**config.mk**
```make
export PLATFORM = sky130hd
export DESIGN_NAME = axil_master_bridge
export DESIGN_NICKNAME = d
export VERILOG_FILES = /design/src/rtl/axil_pkg.sv /design/src/rtl/axil_master_bridge.sv
export SDC_FILE = /design/constraint.sdc
export NUM_CORES = 1
export LEC_CHECK = 0
export BUFFER_PORTS_ARGS = -buffer_cell sky130_fd_sc_hd__clkbuf_2
export CAP_MARGIN = 10
export CORE_MARGIN = 1.5
export CORE_UTILIZATION = 47
export DETAILED_ROUTE_END_ITERATION = 6
export HOLD_SLACK_MARGIN = 0.1
export PLACE_DENSITY = 0.88
export SLEW_MARGIN = 5
export SYNTH_ARGS = -nofsm -noshare
export SYNTH_HDL_FRONTEND = slang
export SYNTH_SLANG_ARGS = --single-unit
```
**constraint.sdc**
```tcl
create_clock -name aclk -period 6.9 [get_ports aclk]
set_clock_uncertainty 0.2 [all_clocks]
set_input_delay 1.035 -clock aclk [delete_from_list [all_inputs] [get_ports aclk]]
set_output_delay 1.035 -clock aclk [all_outputs]
set_load 0.05 [all_outputs]
```
**src/rtl/axil_pkg.sv**
```systemverilog
// -----------------------------------------------------------------------------
// axil_pkg
// Shared definitions for the AXI4-Lite master bridge and its peripherals:
//   - AXI response codes
//   - bridge FSM state encoding
//   - encoder_axi register map and CTRL bit positions
//   - helper that sizes the optional handshake timeout counter
// -----------------------------------------------------------------------------
package axil_pkg;

  // AXI4-Lite response codes
  localparam logic [1:0] RESP_OKAY   = 2'b00;
  localparam logic [1:0] RESP_SLVERR = 2'b10;
  localparam logic [1:0] RESP_DECERR = 2'b11;

  // Bridge FSM state encoding
  localparam logic [2:0] ST_IDLE    = 3'd0;
  localparam logic [2:0] ST_WR_REQ  = 3'd1;
  localparam logic [2:0] ST_WR_RESP = 3'd2;
  localparam logic [2:0] ST_RD_REQ  = 3'd3;
  localparam logic [2:0] ST_RD_RESP = 3'd4;
  localparam logic [2:0] ST_RSP     = 3'd5;

  typedef enum logic [2:0] {
    IDLE    = ST_IDLE,
    WR_REQ  = ST_WR_REQ,
    WR_RESP = ST_WR_RESP,
    RD_REQ  = ST_RD_REQ,
    RD_RESP = ST_RD_RESP,
    RSP     = ST_RSP
  } state_t;

  // encoder_axi register offsets
  localparam logic [31:0] ENC_CTRL     = 32'h0000_0000;
  localparam logic [31:0] ENC_STATUS   = 32'h0000_0004;
  localparam logic [31:0] ENC_POSITION = 32'h0000_0008;

  // encoder_axi CTRL bit positions
  localparam int CTRL_ENABLE  = 0;
  localparam int CTRL_CLR_POS = 1;

  // Timeout counter width: enough for the limit, never narrower than 8 bits.
  function automatic int timer_width(input int cyc);
    int w;
    w = $clog2(cyc + 1);
    return (w > 8) ? w : 8;
  endfunction

endpackage

```
**src/rtl/axil_master_bridge.sv**
```systemverilog
// -----------------------------------------------------------------------------
// axil_master_bridge
// Single-outstanding AXI4-Lite initiator. A valid/ready command (read or
// write) is turned into one AXI4-Lite transaction; the B/R result is returned
// on a valid/ready response port. Reads and writes are strictly serialised.
//
// Optional feature macro: AXIL_TIMEOUT_EN
//   defined   : each slave handshake is bounded by TIMEOUT_CYC cycles; on
//               expiry the transaction is aborted with rsp_resp = 2'b11,
//               rsp_data = 0 and rsp_timeout = 1.
//   undefined : the bridge waits indefinitely; rsp_timeout is tied to 0.
//
// Ports:
//   aclk, areset             clock, asynchronous active-high reset
//   cmd_valid/cmd_ready      command handshake (cmd_ready only high in IDLE)
//   cmd_write, cmd_addr,
//   cmd_wdata, cmd_wstrb     command payload
//   rsp_valid/rsp_ready      response handshake
//   rsp_data, rsp_resp,
//   rsp_timeout              response payload (rsp_data = 0 for writes)
//   m_axi_aw*/w*/b*/ar*/r*   AXI4-Lite master channels
// -----------------------------------------------------------------------------
module axil_master_bridge
  import axil_pkg::*;
#(
  parameter int ADDR_W      = 32,
  parameter int DATA_W      = 32,
  parameter int TIMEOUT_CYC = 255
) (
  input  logic              aclk,
  input  logic              areset,
  input  logic              cmd_valid,
  output logic              cmd_ready,
  input  logic              cmd_write,
  input  logic [ADDR_W-1:0] cmd_addr,
  input  logic [DATA_W-1:0] cmd_wdata,
  input  logic [3:0]        cmd_wstrb,
  output logic              rsp_valid,
  input  logic              rsp_ready,
  output logic [DATA_W-1:0] rsp_data,
  output logic [1:0]        rsp_resp,
  output logic              rsp_timeout,
  output logic [ADDR_W-1:0] m_axi_awaddr,
  output logic              m_axi_awvalid,
  input  logic              m_axi_awready,
  output logic [DATA_W-1:0] m_axi_wdata,
  output logic [3:0]        m_axi_wstrb,
  output logic              m_axi_wvalid,
  input  logic              m_axi_wready,
  input  logic [1:0]        m_axi_bresp,
  input  logic              m_axi_bvalid,
  output logic              m_axi_bready,
  output logic [ADDR_W-1:0] m_axi_araddr,
  output logic              m_axi_arvalid,
  input  logic              m_axi_arready,
  input  logic [DATA_W-1:0] m_axi_rdata,
  input  logic [1:0]        m_axi_rresp,
  input  logic              m_axi_rvalid,
  output logic              m_axi_rready
);

  state_t state_r;
  logic   aw_done_r;
  logic   w_done_r;

  logic   aw_hs_s;
  logic   w_hs_s;
  logic   both_done_s;
  logic   advance_s;
  logic   wait_s;

  assign aw_hs_s     = m_axi_awvalid & m_axi_awready;
  assign w_hs_s      = m_axi_wvalid  & m_axi_wready;
  // Write address and data may complete in either order or together.
  assign both_done_s = (aw_done_r | aw_hs_s) & (w_done_r | w_hs_s);

  // Decode whether the FSM is waiting on the slave and whether it moves on.
  always_comb begin
    wait_s    = 1'b0;
    advance_s = 1'b0;
    case (state_r)
      WR_REQ: begin
        wait_s    = 1'b1;
        advance_s = both_done_s;
      end
      WR_RESP: begin
        wait_s    = 1'b1;
        advance_s = m_axi_bvalid & m_axi_bready;
      end
      RD_REQ: begin
        wait_s    = 1'b1;
        advance_s = m_axi_arvalid & m_axi_arready;
      end
      RD_RESP: begin
        wait_s    = 1'b1;
        advance_s = m_axi_rvalid & m_axi_rready;
      end
      default: begin
        wait_s    = 1'b0;
        advance_s = 1'b0;
      end
    endcase
  end

`ifdef AXIL_TIMEOUT_EN
  localparam int TW = timer_width(TIMEOUT_CYC);

  logic [TW-1:0] timer_r;
  logic          timeout_r;
  logic          timeout_hit_s;

  // The counter holds TIMEOUT_CYC-1 in the last permitted cycle of a wait.
  assign timeout_hit_s = wait_s & (timer_r == TW'(TIMEOUT_CYC - 1));
  assign rsp_timeout   = timeout_r;

  // Per-state wait counter: cleared on every state entry.
  always_ff @(posedge aclk or posedge areset) begin
    if (areset) begin
      timer_r <= '0;
    end else if (wait_s && !advance_s && !timeout_hit_s) begin
      timer_r <= timer_r + 1'b1;
    end else begin
      timer_r <= '0;
    end
  end
`else
  assign rsp_timeout = 1'b0;
`endif

  // Transaction sequencer; every AXI and response output is a register here.
  always_ff @(posedge aclk or posedge areset) begin
    if (areset) begin
      state_r       <= IDLE;
      aw_done_r     <= 1'b0;
      w_done_r      <= 1'b0;
      cmd_ready     <= 1'b1;
      rsp_valid     <= 1'b0;
      rsp_data      <= '0;
      rsp_resp      <= 2'b00;
      m_axi_awaddr  <= '0;
      m_axi_awvalid <= 1'b0;
      m_axi_wdata   <= '0;
      m_axi_wstrb   <= 4'b0000;
      m_axi_wvalid  <= 1'b0;
      m_axi_bready  <= 1'b0;
      m_axi_araddr  <= '0;
      m_axi_arvalid <= 1'b0;
      m_axi_rready  <= 1'b0;
`ifdef AXIL_TIMEOUT_EN
      timeout_r     <= 1'b0;
`endif
    end else begin
`ifdef AXIL_TIMEOUT_EN
      if (timeout_hit_s) begin
        // Abandon the slave handshake and report the abort.
        m_axi_awvalid <= 1'b0;
        m_axi_wvalid  <= 1'b0;
        m_axi_bready  <= 1'b0;
        m_axi_arvalid <= 1'b0;
        m_axi_rready  <= 1'b0;
        rsp_data      <= '0;
        rsp_resp      <= RESP_DECERR;
        timeout_r     <= 1'b1;
        rsp_valid     <= 1'b1;
        state_r       <= RSP;
      end else
`endif
      begin
        case (state_r)
          IDLE: begin
            if (cmd_valid) begin
              cmd_ready <= 1'b0;
`ifdef AXIL_TIMEOUT_EN
              timeout_r <= 1'b0;
`endif
              if (cmd_write) begin
                m_axi_awaddr  <= cmd_addr;
                m_axi_wdata   <= cmd_wdata;
                m_axi_wstrb   <= cmd_wstrb;
                m_axi_awvalid <= 1'b1;
                m_axi_wvalid  <= 1'b1;
                aw_done_r     <= 1'b0;
                w_done_r      <= 1'b0;
                state_r       <= WR_REQ;
              end else begin
                m_axi_araddr  <= cmd_addr;
                m_axi_arvalid <= 1'b1;
                state_r       <= RD_REQ;
              end
            end else begin
              cmd_ready <= 1'b1;
            end
          end
          WR_REQ: begin
            // Each channel retires independently on its own handshake.
            if (aw_hs_s) begin
              m_axi_awvalid <= 1'b0;
            end else begin
              m_axi_awvalid <= m_axi_awvalid;
            end
            if (w_hs_s) begin
              m_axi_wvalid <= 1'b0;
            end else begin
              m_axi_wvalid <= m_axi_wvalid;
            end
            aw_done_r <= aw_done_r | aw_hs_s;
            w_done_r  <= w_done_r  | w_hs_s;
            if (both_done_s) begin
              m_axi_bready <= 1'b1;
              state_r      <= WR_RESP;
            end else begin
              state_r      <= WR_REQ;
            end
          end
          WR_RESP: begin
            if (m_axi_bvalid && m_axi_bready) begin
              m_axi_bready <= 1'b0;
              rsp_resp     <= m_axi_bresp;
              rsp_data     <= '0;
              rsp_valid    <= 1'b1;
              state_r      <= RSP;
            end else begin
              state_r      <= WR_RESP;
            end
          end
          RD_REQ: begin
            if (m_axi_arvalid && m_axi_arready) begin
              m_axi_arvalid <= 1'b0;
              m_axi_rready  <= 1'b1;
              state_r       <= RD_RESP;
            end else begin
              state_r       <= RD_REQ;
            end
          end
          RD_RESP: begin
            if (m_axi_rvalid && m_axi_rready) begin
              m_axi_rready <= 1'b0;
              rsp_data     <= m_axi_rdata;
              rsp_resp     <= m_axi_rresp;
              rsp_valid    <= 1'b1;
              state_r      <= RSP;
            end else begin
              state_r      <= RD_RESP;
            end
          end
          RSP: begin
            // cmd_ready rises only after the response has been consumed.
            if (rsp_ready) begin
              rsp_valid <= 1'b0;
              cmd_ready <= 1'b1;
              state_r   <= IDLE;
            end else begin
              state_r   <= RSP;
            end
          end
          default: begin
            m_axi_awvalid <= 1'b0;
            m_axi_wvalid  <= 1'b0;
            m_axi_bready  <= 1'b0;
            m_axi_arvalid <= 1'b0;
            m_axi_rready  <= 1'b0;
            rsp_valid     <= 1'b0;
            cmd_ready     <= 1'b1;
            state_r       <= IDLE;
          end
        endcase
      end
    end
  end

endmodule

```
== Yosys cells after proc, flatten, opt, wreduce, memory -nomap -nowiden ==
Cells that the tools add are included.
Storage, ports and cells
  memory bits (read-only): 0
  bits in latches: 0
  memories: 0
  output and inout port bits: 142
  flip-flop bits (word level): 146
  word-level logic and storage cells: 107
  bits in writable memories: 0
Operators by class
  $mul: 0
  $lt $le $gt $ge: 0
  reduce and logical (&&, ||, !) cells: 23
  shift-type cells: 0
  eq/ne operators: 15
  add/sub/neg operators: 0
  div/mod/pow operators: 0
  mux-type cells: 41
  bitwise gates (word level): 12
Operators with widths (number)
  two-way mux 32 bit: 2
  case mux 32 bit (2 select lines): 1
  != test 2 bit, second input constant: 10
  OR reduction 4 bit: 5
  two-way mux 1 bit: 19
  case mux 1 bit (3 select lines): 6
  case mux 3 bit (6 select lines): 1
  AND reduction 3 bit: 6
  AND reduction 4 bit: 4
  two-way mux 3 bit: 4
  two-way mux 2 bit: 4
  NOT 1 bit: 7
  equality test 3 x 2 -> 1 bit, second input constant: 2
  equality test 3 bit, second input constant: 2
  case mux 1 bit (2 select lines): 2
  case mux 1 bit (4 select lines): 1
  case mux 2 bit (2 select lines): 1
  nonzero test 2 bit: 2
  AND 1 bit: 3
  equality test 3 x 1 -> 1 bit, second input constant: 1
  logical AND 1 bit: 3
  zero test 3 bit: 1
  OR reduction 3 bit: 1
  OR 1 bit: 2
  AND reduction 2 bit: 1

== Depth between registers and ports, before layout ==
Gate-level depths: netlist of run 1.
  depth after elaboration: 5
  depth in mapped cells: 7
  depth with buffers taken out: 5

== Worst setup path before layout of run 1 ==
OpenSTA, ideal clock, no wires.
  path type: input to register
  start point: input port m_axi_bvalid
  end point: register rsp_data[0]
  path slack: 4702 ps
  stages: 5
  arrival: 1877 ps
  setup time: 121 ps
  cells stage by stage: a31oi_1 -> a211o_1 -> buf_2 -> buf_6 -> a22o_1
On the way
  longest elaborated chain between the ends: 3
RTL lines
  from (decl): line axil_master_bridge.sv:51  | input logic m_axi_bvalid,
  logical AND 1 bit: line axil_master_bridge.sv:216  | if (m_axi_bvalid && m_axi_bready) begin
  != test 2 bit (no line)
  AND reduction 3 bit (no line)
  to (signal assigned): line axil_master_bridge.sv:238  | rsp_data <= m_axi_rdata;
  to (decl): line axil_master_bridge.sv:40  | output logic [DATA_W-1:0] rsp_data,
No other way between the ends.
A chain may end at the register's enable or synchronous reset.

== Final worst setup path of run 1 ==
  start point: register state_r[1]
  end point: register rsp_resp[0]
On the way
  longest elaborated chain between the ends: 3
  elaborated cells on any way between the ends: 7
  classes of those cells: eq/ne: 4; mux: 1; reduce/logical: 2
RTL lines
  from (decl): line axil_master_bridge.sv:62  | state_t state_r;
  from (signal assigned): line axil_master_bridge.sv:133  | state_r <= IDLE;
  from (signal assigned): line axil_master_bridge.sv:184  | state_r <= WR_REQ;
  from (signal assigned): line axil_master_bridge.sv:188  | state_r <= RD_REQ;
  equality test 3 bit / equality test 3 x 2 -> 1 bit (equally long branches)
  != test 2 bit (no line) / nonzero test 2 bit (equally long branches)
  AND reduction 3 bit (no line)
  to (signal assigned): line axil_master_bridge.sv:218  | rsp_resp <= m_axi_bresp;
  to (signal assigned): line axil_master_bridge.sv:239  | rsp_resp <= m_axi_rresp;
  to (decl): line axil_master_bridge.sv:41  | output logic [1:0] rsp_resp,
Several ways; a longest one is shown, not always the timed one.

==> impl_metrics.py, run 1 <==
metrics = {
    "route": {
        "wl_per_cell_um": 16.9,
        "vias": 4193,
        "dr.pass1.iters": 4,
        "drc": 0,
        "avgViaCountPerCell": 5.33,
        "drt_iter0_drc": 224,
        "routed_wl_mm": 13.3,
        "ant_nets": 0,
    },
    "die": {
        "die_x_um": 113,
        "core_um2": 12000,
        "start_util_pct": 47.8,
        "rows": 40,
        "dieArea_um2": 12800,
        "die_height_um": 113,
        "ios": 256,
    },
    "timing": {
        "finalHoldViolations": 0,
        "setup_ws_ns": 4.05,
        "rsz0062_at_grt": "no",
        "period_share_pct": 41.3,
        "fin_crit_ns": 2.85,
        "max-slew-margin-rel_pct": 27.2,
        "worst_pin_slew_ns": 1.09,
        "slew_violations": 0,
        "timing.fmax_mhz": 351,
        "finalSetupViolCount": 0,
        "tns_ns": 0,
    },
    "synth": {
        "synthTopCellsByCount": "dfrtp_1, mux2_1, a22o_1",
        "ys.flop_type": "dfrtp_1",
        "synth_nets": 494,
        "postSynthCellCount": 377,
        "yosysMostFrequentCell": "dfrtp_1",
        "netlist_area_um2": 5720,
        "async_reset_ff_share_pct": 100,
        "yosysSeqAreaShare_pct": 63.9,
        "avgSynthCellArea_um2": 15.2,
        "synth_cell_types": 41,
        "synth_area_leaders": "dfrtp_1, mux2_1, a22o_1",
        "synth_top_area_share_pct": 63.4,
        "ys.warnings.count": 0,
        "synth_edf_count": 0,
        "synth_top_area_cell": "dfrtp_1",
        "synth-seq-cells": 146,
    },
    "placed_design": {
        "placed_area_um2": 7060,
        "place_congestion": 0.919,
        "port_buffers": 254,
        "hpwlAfterDp_mm": 9.61,
        "pre_cts_slack_ns": 3.87,
    },
    "clock_network": {
        "cts_hold_buf": 0,
        "cts_setup_buffers": 0,
        "clock-sinks": 146,
        "root_buffer": "clkbuf_16",
        "ctsHtreeMaxLevel": 4,
        "clk_latency_ns": 0.41,
        "clk_pin_slew_ns": 0.06,
        "cts_buffers": 17,
        "cts-resized-gates": 0,
        "cts_tree": "built",
        "clock_path_buffers": 2,
    },
    "cells_and_area": {
        "final_area_um2": 7660,
        "multi_input_comb_area_um2": 1920,
        "diodes": 0,
        "nFillCells": 895,
        "nNetsFinal": 745,
        "postLayoutCoreUtil_pct": 64.1,
        "seqCellArea_um2": 3650,
        "layout-drive-gt1-share_pct": 48.9,
        "area_growth_pct": 33.9,
    },
    "critical_path": {
        "reg2reg_depth": 4,
        "critPathMaxFanout": 34,
        "rr_endpoint": "rsp_resp[0]",
        "rr_startpoint": "state_r[1]",
        "critPathCaptureType": "flop",
        "rrSetupSlack_ns": 4.05,
        "critical_path.max_stage_delay_ns": 0.69,
        "cp.required_ns": 6.99,
        "crit_slowest_cell": "a211o_1",
        "cp-start-kind": "flop",
        "worstPathArrival_ns": 2.94,
        "path_cells": "nor2b_1, a31oi_1, a211o_1, mux2_1",
        "critPathKind": "flop to flop",
    },
    "global_route": {
        "grt_pass1_wl_mm": 21.0,
        "grt_max_degree": 88,
        "grt_overflow_total": 0,
        "antenna_found_initial": 0,
        "grt.total_usage_pct": 21.1,
        "grt_pass1_vias": 4209,
    },
    "pwr": {
        "leakage_uw": 0.00442,
        "p_per_area_nw_per_um2": 239,
        "ir_drop_uv": 159,
    },
    "status": {
        "status": "completed",
    },
    "flow_run": {
        "maxCapViolCount": 0,
    },
    "hold_path": {
        "hold_class": "flop to flop",
        "hold_end": "m_axi_araddr[22]",
        "worstHoldPathCells": 1,
        "min_from": "m_axi_araddr[22]",
    },
}
## metal layers
layer	global-route usage (%)	vias up	wire length (um)
met4	10.0	0	309
met5	0	-	0
met3	5.14	31	630
li1	-	1879	-
met2	36.2	158	7000
met1	25.2	2125	5340
## critical path, delay by kind of cell (launching register included)
kind	cells	cell delay, ns
AO/OA/AOI/OAI	2	0.85
flip-flops	1	0.63
AND/OR/NAND/NOR	1	0.54
multiplexers	1	0.49
## cell families (layout without fill, tap and decap cells)
kind of cell | after synthesis | in the layout | synth area share (%)
compound gates | 64 | 64 | 8.83
fa+ha+maj | 3 | 3 | 0.656
buf+inv | 28 | 291 | 2.86
flops | 146 | 146 | 63.9
mux | 104 | 104 | 20.5
other cells | 1 | 1 | 0.0655
simple gates | 31 | 31 | 3.26
## final cells by class
type                    instances  area share (%)
well taps                     147            2.40
flip-flops and latches        146            47.7
clock inverters                10            1.73
inverters                       5           0.310
multi-input cells             203            25.0
repair buffers                255            16.7
clock buffers                  21            6.14
## worst max-delay path by stage
stage,startpoint,end,cells past startpoint
2_1_floorplan,areset,aw_done_r,1
3_3_place_gp,cmd_write,m_axi_wdata[29],3
3_5_place_dp,cmd_write,m_axi_wdata[19],3
6_report,state_r[1],rsp_resp[0],4
4_1_cts,state_r[0],m_axi_wdata[15],3
5_1_grt,state_r[1],rsp_resp[0],4
## power by group
group | total [uW] | internal (uW) | switching, uW
clock network | 922 | 592 | 330
logic | 55.3 | 24.3 | 31.0
registers | 857 | 857 | 0
## sequential cells by signal (all words and copies together) (netlist names), 2 cells and up
name,cells
m_axi_araddr,32
m_axi_awaddr,32
m_axi_wdata,32
rsp_data,32
m_axi_wstrb,4
state_r,3
rsp_resp,2
## metrics by stage
| step | cells | power [uW] | hold slack, ns |
|---|---|---|---|
| after global routing | 787 | 1890 | 0.300 |
| after CTS | 787 | 1850 | 0.290 |
| final | 787 | 1830 | 0.287 |
| after floorplan | 377 | 888 | 0.284 |
| after detailed placement | 756 | 928 | 0.278 |
| after global placement | 756 | 925 | 0.268 |
## placed cells by master, fill, tap and decap left out, types with 5 or more instances in the layout
cell type  instances
nor2_1             8
mux2_1            85
dfrtp_1          145
a22o_1            34
mux2_2            19
nand2_1            6
clkbuf_16         17
a21oi_1            7
clkbuf_2         254
o21ai_0            5
Power figures use the tool's default switching activity.
==> run 2, diff against run 1 <==
--- a/config.mk
+++ b/config.mk
@@ -8,10 +8,10 @@
 export BUFFER_PORTS_ARGS = -buffer_cell sky130_fd_sc_hd__clkbuf_2
 export CAP_MARGIN = 10
 export CORE_MARGIN = 1.5
-export CORE_UTILIZATION = 47
+export CORE_UTILIZATION = 42
 export DETAILED_ROUTE_END_ITERATION = 6
 export HOLD_SLACK_MARGIN = 0.1
-export PLACE_DENSITY = 0.88
+export PLACE_DENSITY = 0.83
 export SLEW_MARGIN = 5
 export SYNTH_ARGS = -nofsm -noshare
 export SYNTH_HDL_FRONTEND = slang
==> constraint.sdc (replaced) <==
create_clock -name aclk -period 2.5 [get_ports aclk]
set_clock_uncertainty 0.2 [all_clocks]
set_input_delay 0.375 -clock aclk [delete_from_list [all_inputs] [get_ports aclk]]
set_output_delay 0.375 -clock aclk [all_outputs]
set_load 0.05 [all_outputs]
==> impl_metrics.py, run 2 (synthesis gave the netlist of run 1 again) <==
metrics = {
    "critical_path": {
        "critical_path.max_stage_delay_ns": 0.63,
        "cp-start-kind": "flop",
        "critPathMaxFanout": 20,
        "path_cells": "nor2b_1, a31oi_1, a211o_1, buf_12, a22o_1",
        "crit_slowest_cell": "dfrtp_1",
        "critPathKind": "flop to flop",
        "critPathCaptureType": "flop",
        "worstPathArrival_ns": 2.44,
        "cp.required_ns": 2.60,
    },
    "clock_network": {
        "clk_pin_slew_ns": 0.06,
        "clock_path_buffers": 2,
        "root_buffer": "clkbuf_16",
        "cts_tree": "built",
        "cts_setup_buffers": 0,
        "ctsHtreeMaxLevel": 4,
        "clock-sinks": 146,
        "clk_latency_ns": 0.42,
        "cts_buffers": 17,
    },
    "route": {
        "avgViaCountPerCell": 4.98,
        "dr.pass1.iters": 4,
        "wl_per_cell_um": 17.1,
        "vias": 4654,
        "drt_iter0_drc": 480,
        "ant_nets": 0,
        "routed_wl_mm": 16.0,
        "drc": 0,
    },
    "cells_and_area": {
        "area_growth_pct": 56.2,
        "final_common_cell": "clkbuf_2",
        "layout-drive-gt1-share_pct": 42.9,
        "diodes": 0,
        "mostFrequentLayoutCells": "clkbuf_2, dfrtp_1, dlygate4sd3_1, mux2_1, a22o_1",
        "nNetsFinal": 863,
        "final_area_um2": 8940,
    },
    "timing": {
        "period_share_pct": 93.3,
        "finalHoldViolations": 0,
        "fin_crit_ns": 2.33,
        "timing.fmax_mhz": 429,
        "rsz0062_at_grt": "no",
        "finalSetupViolCount": 0,
        "max-slew-margin-rel_pct": 56.3,
        "tns_ns": 0,
        "slew_violations": 0,
        "worst_pin_slew_ns": 0.656,
    },
    "global_route": {
        "grt_overflow_total": 0,
        "grt_pass1_wl_mm": 25.2,
        "met3_usage_pct": 7.03,
        "met1_usage_pct": 25.7,
        "antenna_found_initial": 0,
        "grt.total_usage_pct": 22.9,
        "top_usage_layer": "met2",
        "grt_max_degree": 48,
        "grt_use_met2_pct": 40.3,
        "grt_pass1_vias": 4937,
    },
    "die": {
        "ios": 256,
        "die_x_um": 120,
        "start_util_pct": 43.0,
        "rows": 42,
        "core_um2": 13300,
        "die_height_um": 120,
        "dieArea_um2": 14300,
    },
    "placed_design": {
        "hpwlAfterDp_mm": 10.1,
        "place_congestion": 0.810,
        "placed_area_um2": 7220,
        "port_buffers": 254,
    },
    "pwr": {
        "ir_drop_uv": 453,
        "p_per_area_nw_per_um2": 609,
        "leakage_uw": 0.00494,
    },
    "flow_run": {
        "maxCapViolCount": 0,
    },
    "status": {
        "status": "completed",
    },
    "hold_path": {
        "hold_class": "input pin to flop",
    },
}
## run 2: changes by cell type in the layout (fill, tap and decap cells not counted), sizes merged
cell | previous run | this run
dlygate4sd3 | 0 | 107
buf | 1 | 12
clkbuf | 275 | 272
bufinv | 3 | 5
clkinv | 4 | 2
clkinvlp | 3 | 5
inv | 5 | 6
## run 2: final cells by class
| type | count | area (um^2) |
|---|---|---|
| Multi-Input combinational cell | 203 | 1910 |
| Timing Repair Buffer | 373 | 2480 |
| Fill cell | 882 | 4350 |
| Clock buffer | 18 | 439 |
| Sequential cell | 146 | 3650 |
| Tap cell | 176 | 220 |
| Clock inverter | 13 | 208 |
| Inverter | 5 | 22.5 |
## run 2: path summary, 6_finish.rpt
path | from | endpoint | slack, ns | depth (start not counted)
max in group asynchronous | areset | cmd_ready | 1.10 | 4
min in group asynchronous | areset | m_axi_wdata[17] | 0.38 | 3
hold reg to reg | m_axi_wdata[22] | m_axi_wdata[22] | 0.29 | 1
setup reg to reg | state_r[1] | rsp_data[3] | 0.17 | 5
hold / removal | cmd_valid | cmd_ready | 0.12 | 3
setup / recovery | state_r[1] | rsp_data[3] | 0.17 | 5
## run 2: metrics by stage
stage	hold slack [ns]	total power (uW)	util (%)	setup slack (ns)	std cells
3_5_place_dp	0.267	2570	54.3	0.270	796
5_1_grt	0.125	5630	67.3	0.0404	934
3_3_place_gp	0.266	2560	54.3	0.340	796
2_1_floorplan	0.284	2450	-	0.0928	377
4_1_cts	0.108	5490	67.3	0.228	934
6_report	0.124	5440	67.3	0.166	934
## run 2: power breakdown
group	leakage (uW)	internal (uW)	switching, uW	total (uW)
clock	0.000305	1790	982	2770
combinational	0.00261	185	119	304
sequential	0.00203	2360	0	2360
total	0.00494	4340	1100	5440
## run 2: repair_timing
item,4_1_cts,5_1_grt
gates resized for setup,0,0
hold buffers,107,0
endpoints found under the hold margin,156,0
## run 2: metal layers
layer  up-vias  wire length (um)  part of all wire (%)
met5         -                 0                     0
met4         0               390                   2.4
met3        30              1130                   7.1
met2       203              8310                    52
met1      2313              6120                    38
li1       2108                 -                     -
## run 2: worst max-delay path: cells and delay by family, from the launching register on
family	cells	cell delay (ns)
AO/OA/AOI/OAI	3	0.85
AND/OR/NAND/NOR	1	0.27
flip-flops	1	0.63
buffers and inverters	1	0.25
